## src/rtl/uart_pkg.sv

```systemverilog
// Shared UART timing constants and the tx-queue pacing state type.
// Used by uart_txq_fifo and uart_tx_queue (optional overflow flag: UART_TXQ_OVF_EN).
package uart_pkg;

    localparam int CLK_PER_HALF_CYCLE = 542;
    localparam int UART_BIT_CLKS      = 2 * (CLK_PER_HALF_CYCLE + 1);

    // Ready pulse: one bit time rounded up to the next 200 clocks, so the transmitter sees it exactly once
    localparam int TXQ_RDY_CLKS       = ((UART_BIT_CLKS / 200) + 1) * 200;
    // Frame pacing: start + 8 data + stop plus two bits of idle line
    localparam int TXQ_FRAME_CLKS     = 12 * UART_BIT_CLKS;

    typedef enum logic [1:0] {
        IDLE   = 2'd0,
        LAUNCH = 2'd1,
        HOLD   = 2'd2
    } txq_state_e;

endpackage

```

## src/rtl/uart_txq_fifo.sv

```systemverilog
// Synchronous byte FIFO feeding the UART pacer; full, empty and count are registered.
// Writes are accepted only while the registered full flag is low.
module uart_txq_fifo #(
    parameter int DEPTH = 16
) (
    input  logic                   clk_125MHz,
    input  logic                   rst,
    input  logic                   push,
    input  logic [7:0]             push_d,
    input  logic                   pop,
    output logic [7:0]             head_d,
    output logic                   full,
    output logic                   empty,
    output logic [$clog2(DEPTH):0] count
);
    import uart_pkg::*;

    localparam int AW = $clog2(DEPTH);
    localparam int CW = AW + 1;

    logic [7:0]    mem_r [DEPTH];
    logic [AW-1:0] wr_ptr_r;
    logic [AW-1:0] rd_ptr_r;
    logic          push_ok_s;
    logic          pop_ok_s;
    logic [CW-1:0] count_nxt_s;

    assign push_ok_s = push && !full;
    assign pop_ok_s  = pop && !empty;
    assign head_d    = mem_r[rd_ptr_r];

    // Next occupancy: a simultaneous push and pop cancel out
    always_comb begin
        count_nxt_s = count;
        if (push_ok_s && !pop_ok_s) begin
            count_nxt_s = count + CW'(1);
        end else if (pop_ok_s && !push_ok_s) begin
            count_nxt_s = count - CW'(1);
        end else begin
            count_nxt_s = count;
        end
    end

    // Byte storage; contents are only meaningful between the pointers, so no reset
    always_ff @(posedge clk_125MHz) begin
        if (push_ok_s) begin
            mem_r[wr_ptr_r] <= push_d;
        end
    end

    // Pointers (wrap naturally at the power-of-two depth) and status flags
    always_ff @(posedge clk_125MHz or posedge rst) begin
        if (rst) begin
            wr_ptr_r <= {AW{1'b0}};
            rd_ptr_r <= {AW{1'b0}};
            count    <= {CW{1'b0}};
            full     <= 1'b0;
            empty    <= 1'b1;
        end else begin
            if (push_ok_s) begin
                wr_ptr_r <= wr_ptr_r + AW'(1);
            end
            if (pop_ok_s) begin
                rd_ptr_r <= rd_ptr_r + AW'(1);
            end
            count <= count_nxt_s;
            full  <= (count_nxt_s == CW'(DEPTH));
            empty <= (count_nxt_s == {CW{1'b0}});
        end
    end

endmodule

```

## src/rtl/uart_tx_queue.sv

```systemverilog
// Byte queue plus open-loop frame pacer in front of a UART transmitter without busy/ack.
// Define UART_TXQ_OVF_EN to add the sticky overflow flag and its ovf_clr input.
module uart_tx_queue
    import uart_pkg::*;
#(
    parameter int DEPTH      = 16,
    parameter int RDY_CLKS   = TXQ_RDY_CLKS,
    parameter int FRAME_CLKS = TXQ_FRAME_CLKS
) (
    input  logic                   clk_125MHz,
    input  logic                   rst,
    input  logic [7:0]             wr_d,
    input  logic                   wr_en,
`ifdef UART_TXQ_OVF_EN
    input  logic                   ovf_clr,
    output logic                   overflow,
`endif
    output logic                   full,
    output logic                   empty,
    output logic [$clog2(DEPTH):0] count,
    output logic [7:0]             tx_d,
    output logic                   tx_rdy
);

    localparam int TW = $clog2(FRAME_CLKS);

    txq_state_e    state_r;
    logic [TW-1:0] cnt_r;
    logic [7:0]    head_d_s;
    logic          pop_s;

    assign pop_s = (state_r == IDLE) && !empty;

    uart_txq_fifo #(
        .DEPTH (DEPTH)
    ) u_fifo (
        .clk_125MHz (clk_125MHz),
        .rst        (rst),
        .push       (wr_en),
        .push_d     (wr_d),
        .pop        (pop_s),
        .head_d     (head_d_s),
        .full       (full),
        .empty      (empty),
        .count      (count)
    );

    // Pacing FSM: one IDLE cycle, RDY_CLKS of tx_rdy, then hold tx_d until the frame time elapses
    always_ff @(posedge clk_125MHz or posedge rst) begin
        if (rst) begin
            state_r <= IDLE;
            cnt_r   <= {TW{1'b0}};
            tx_d    <= 8'h00;
            tx_rdy  <= 1'b0;
        end else begin
            case (state_r)
                IDLE: begin
                    if (!empty) begin
                        tx_d    <= head_d_s;
                        cnt_r   <= {TW{1'b0}};
                        tx_rdy  <= 1'b1;
                        state_r <= LAUNCH;
                    end
                end
                LAUNCH: begin
                    cnt_r <= cnt_r + TW'(1);
                    if (cnt_r == TW'(RDY_CLKS - 1)) begin
                        tx_rdy  <= 1'b0;
                        state_r <= HOLD;
                    end
                end
                HOLD: begin
                    // Counter stops at its terminal value so it never wraps
                    if (cnt_r == TW'(FRAME_CLKS - 1)) begin
                        state_r <= IDLE;
                    end else begin
                        cnt_r <= cnt_r + TW'(1);
                    end
                end
                default: begin
                    tx_rdy  <= 1'b0;
                    state_r <= IDLE;
                end
            endcase
        end
    end

`ifdef UART_TXQ_OVF_EN
    // Sticky drop flag; a new drop wins over a coincident clear
    always_ff @(posedge clk_125MHz or posedge rst) begin
        if (rst) begin
            overflow <= 1'b0;
        end else if (wr_en && full) begin
            overflow <= 1'b1;
        end else if (ovf_clr) begin
            overflow <= 1'b0;
        end else begin
            overflow <= overflow;
        end
    end
`endif

endmodule

```

## config.mk

```make
export PLATFORM = sky130hd
export DESIGN_NAME = uart_tx_queue
export DESIGN_NICKNAME = d
export VERILOG_FILES = /design/src/rtl/uart_pkg.sv /design/src/rtl/uart_txq_fifo.sv /design/src/rtl/uart_tx_queue.sv
export SDC_FILE = /design/constraint.sdc
export NUM_CORES = 1
export LEC_CHECK = 0
export BUFFER_PORTS_ARGS = -buffer_cell sky130_fd_sc_hd__buf_2
export CAP_MARGIN = 15
export CORE_MARGIN = 5
export CORE_UTILIZATION = 51
export DETAILED_ROUTE_END_ITERATION = 16
export HOLD_SLACK_MARGIN = 0.03
export PLACE_DENSITY = 0.77
export SYNTH_ARGS = -nofsm -noshare
export SYNTH_HDL_FRONTEND = slang
export SYNTH_SLANG_ARGS = --single-unit
```

## constraint.sdc

```tcl
create_clock -name clk_125MHz -period 4.97 [get_ports clk_125MHz]
set_input_delay 0.497 -clock clk_125MHz [delete_from_list [all_inputs] [get_ports clk_125MHz]]
set_output_delay 0.497 -clock clk_125MHz [all_outputs]
set_load 0.03 [all_outputs]
```

==> impl_metrics.py <==
metrics = {
    "critical_path": {
        "r2r_end": "u_fifo.mem_r[3][6]",
        "crit_end": "u_fifo.mem_r[3][6]",
        "rr_worst_depth": 3,
        "r2r_slack_ns": 2.36,
        "end_kind": "flop",
        "path_max_fanout": 11,
        "reg2reg_from": "u_fifo.full",
        "crit_start": "u_fifo.full",
        "crit_arrival_ns": 2.65,
        "crit_required_ns": 5.01,
        "criticalPathCategory": "reg -> reg",
        "cp-start-kind": "flop",
    },
    "clock_tree": {
        "clk_latency_ns": 0.43,
        "cts_resized": 0,
        "cts_htree_levels": 4,
        "clockBufferDepth": 2,
        "hold_buffers": 0,
        "cts_buffers": 17,
        "cts.reportedPaths.clkPinSlew_ns": 0.06,
        "cts_root_buf": "clkbuf_16",
        "tritoncts": "done",
        "post_cts_buffers": 0,
        "cts_sinks": 168,
    },
    "floorplanning": {
        "core_area_um2": 13300,
        "boundaryPins": 27,
        "die-width_um": 127,
        "dieHeight_um": 127,
        "rows": 42,
        "die-area_um2": 16200,
        "initial_core_util": 0.524,
    },
    "route": {
        "drt_iter0_markers": 460,
        "wl_met2_mm": 6.96,
        "drtPass1Iterations": 5,
        "drt-vias-per-instance": 5.90,
        "route.detailed.wl_per_inst_um": 20.9,
        "route.met3.wl_um": 675,
        "vias": 3811,
        "drt-met1-wl_mm": 5.73,
        "ant_nets": 0,
        "dr.max_layer_used": "met4",
        "drcViolationCount": 0,
        "drt-total-wl_mm": 13.5,
    },
    "synth": {
        "async_reset_ff_frac": 0.238,
        "syn_area_um2": 6990,
        "synth_cell_types": 45,
        "synth_xor_area_frac": 0.0150,
        "synth_fa_ha_area_frac": 0.0233,
        "synth_nets": 451,
        "yosys_warnings": 0,
        "synth_edf_count": 128,
        "synth_seq_cells": 168,
        "synth_top_family_by_area": "multiplexers",
        "synth_compound_area_frac": 0.0492,
        "syn_inst": 427,
        "syn_area_per_cell_um2": 16.4,
        "ys.flop_type": "edfxtp_1",
        "synthMuxAreaShare": 0.130,
        "synth-seq-area-share": 0.693,
        "synth-simple-area-share": 0.0719,
    },
    "power_and_ir_drop": {
        "p_switching_mw": 0.877,
        "seq_power_share": 0.518,
        "comb_power_share": 0.115,
        "swShare": 0.259,
        "p_int_mw": 2.50,
        "powerDensity_nw_per_um2": 430,
        "power_frac_clock": 0.367,
        "leakage_nw": 2.72,
        "ir_worst_vdd_mv": 0.310,
    },
    "job": {
        "maxCapViolations": 0,
    },
    "global_routing": {
        "grt_pass1_vias": 3903,
        "antenna_found_initial": 0,
        "grt_util_all_layers": 0.181,
        "grt_max_degree": 41,
        "gr-total-overflow": 0,
        "grt_pass1_wl_mm": 21.7,
    },
    "outcome": {
        "status": "completed",
    },
    "finish": {
        "drive_above_1_share": 0.234,
        "fin_cells": 646,
        "nets": 481,
        "n_antenna_cell": 0,
        "area_growth_pct": 12.4,
    },
    "timing": {
        "setup_viol": 0,
        "fmax_mhz": 382,
        "fin_crit_ns": 2.61,
        "rsz0062_at_grt": "no",
        "max-slew-margin-rel": 0.237,
        "hold_violations": 0,
        "setup-tns-final_ns": 0,
        "fin_skew_ns": 0.0120,
        "fin_crit_sh": 0.526,
        "tightest_slew_ns": 1.14,
        "slew_violations": 0,
    },
    "place": {
        "dp.cells": 612,
        "dp_hpwl_mm": 8.84,
        "numPortBuffers": 26,
        "gp_congestion": 0.829,
    },
    "worst_hold_path": {
        "hp-class": "in -> async",
    },
}
logic make-up (layout without fill, tap and decap cells):
| logic type | after synthesis | in the layout |
|---|---|---|
| flops | 168 | 168 |
| simple gates | 99 | 99 |
| compound gates | 55 | 55 |
| mux | 49 | 49 |
| buf+inv | 31 | 74 |
| fa+ha+maj | 13 | 13 |
| xor+xnor | 12 | 12 |
routing by layer:
metal  track usage  up-vias
li1              -     1726
met1         0.239     1976
met2         0.291       99
met3        0.0572       10
met4        0.0530        0
met5             0        -
cells in the final DEF (no fill, tap or decap), types with 2 or more instances in the layout:
cell type / count
o22ai_1: 8
nor2_1: 25
clkinv_1: 2
buf_2: 27
nand3_1: 13
buf_4: 5
clkbuf_16: 17
nand4_1: 7
mux2i_1: 8
edfxtp_1: 128
nand3b_1: 3
inv_6: 5
mux2_2: 8
a22oi_1: 2
nor4b_1: 2
o21ai_0: 16
ha_1: 13
clkinvlp_4: 4
a31oi_1: 11
xnor2_1: 9
and2_1: 2
inv_1: 9
o31ai_1: 8
mux4_2: 32
nand2b_1: 7
nand2_1: 22
xor2_1: 3
dfrtp_1: 38
nor3_1: 7
a21oi_1: 4
a2bb2oi_1: 2
nor2b_1: 2
critical path, stage by stage, from the launching register on:
cell     delay, ns
dfrtp_1       0.39
nor2b_1       0.61
nand2_1       0.30
nor3_1        0.93
state kept, by name (all words and copies together), names as in the netlist:
register	flops
u_fifo.mem_r	128
cnt_r	14
tx_d	8
u_fifo.count	5
u_fifo.rd_ptr_r	4
u_fifo.wr_ptr_r	4
state_r	2
tx_rdy	1
u_fifo.empty	1
u_fifo.full	1
final cells by class:
type	instances	area (um2)
Multi-Input combinational cell	228	2020
Timing Repair Buffer	33	180
Sequential cell	168	4850
Clock inverter	13	116
Inverter	9	33.8
Fill cell	1012	5490
Tap cell	176	220
Clock buffer	19	443
power groups by stage:
stage	combinational [mW]	clock, mW	sequential (mW)
CTS	0.390	1.26	1.75
finish	0.388	1.24	1.75
floorplan	0.240	0	1.79
detailed placement	0.388	0	1.78
global route	0.426	1.34	1.76
global placement	0.373	0	1.77
synth_stat cells (2+ instances only):
master       n  area, um2
mux2_2       8       90.1
nor2b_1      2       12.5
o22ai_1      8       50.1
ha_1        13        163
nor3_1       7       35.0
a22oi_1      2       15.0
clkbuf_1    14       52.6
nand2_1     22       82.6
nand3b_1     3       22.5
mux4_2      32        721
nor4b_1      2       17.5
nand4_1      7       43.8
nand2b_1     7       43.8
a21oi_1      4       20.0
o31ai_1      8       60.1
dfrtp_1     39        976
xnor2_1      9       78.8
buf_2        4       20.0
and2_1       2       12.5
xor2_1       3       26.3
inv_1        9       33.8
nand3_1     13       65.1
edfxtp_1   128       3840
a2bb2oi_1    2       17.5
a31oi_1     11       68.8
mux2i_1      8       80.1
o21ai_0     16       80.1
buf_1        3       11.3
nor2_1      25       93.8
stage by stage:
stage / hold slack (ns) / power (mW) / util / cell area, um2 / setup WS (ns)
CTS: 0.221 / 3.40 / 0.588 / 7850 / 2.36
global route: 0.249 / 3.53 / 0.589 / 7860 / 2.21
global placement: 0.491 / 2.14 / 0.546 / 7290 / 2.26
detailed placement: 0.513 / 2.17 / 0.546 / 7290 / 2.16
finish: 0.214 / 3.38 / 0.589 / 7860 / 2.36
floorplan: 0.477 / 2.03 / - / 6990 / 2.84
how the worst min path moves through the flow:
stage | to | start | cells past startpoint
2_1_floorplan | cnt_r[1] | cnt_r[1] | 2
4_1_cts | u_fifo.wr_ptr_r[2] | rst | 3
6_report | cnt_r[1] | rst | 3
5_1_grt | cnt_r[1] | rst | 3
3_3_place_gp | u_fifo.count[4] | u_fifo.count[4] | 1
3_5_place_dp | u_fifo.count[4] | u_fifo.count[4] | 1
Note: power is estimated with default switching activity, not from simulation.
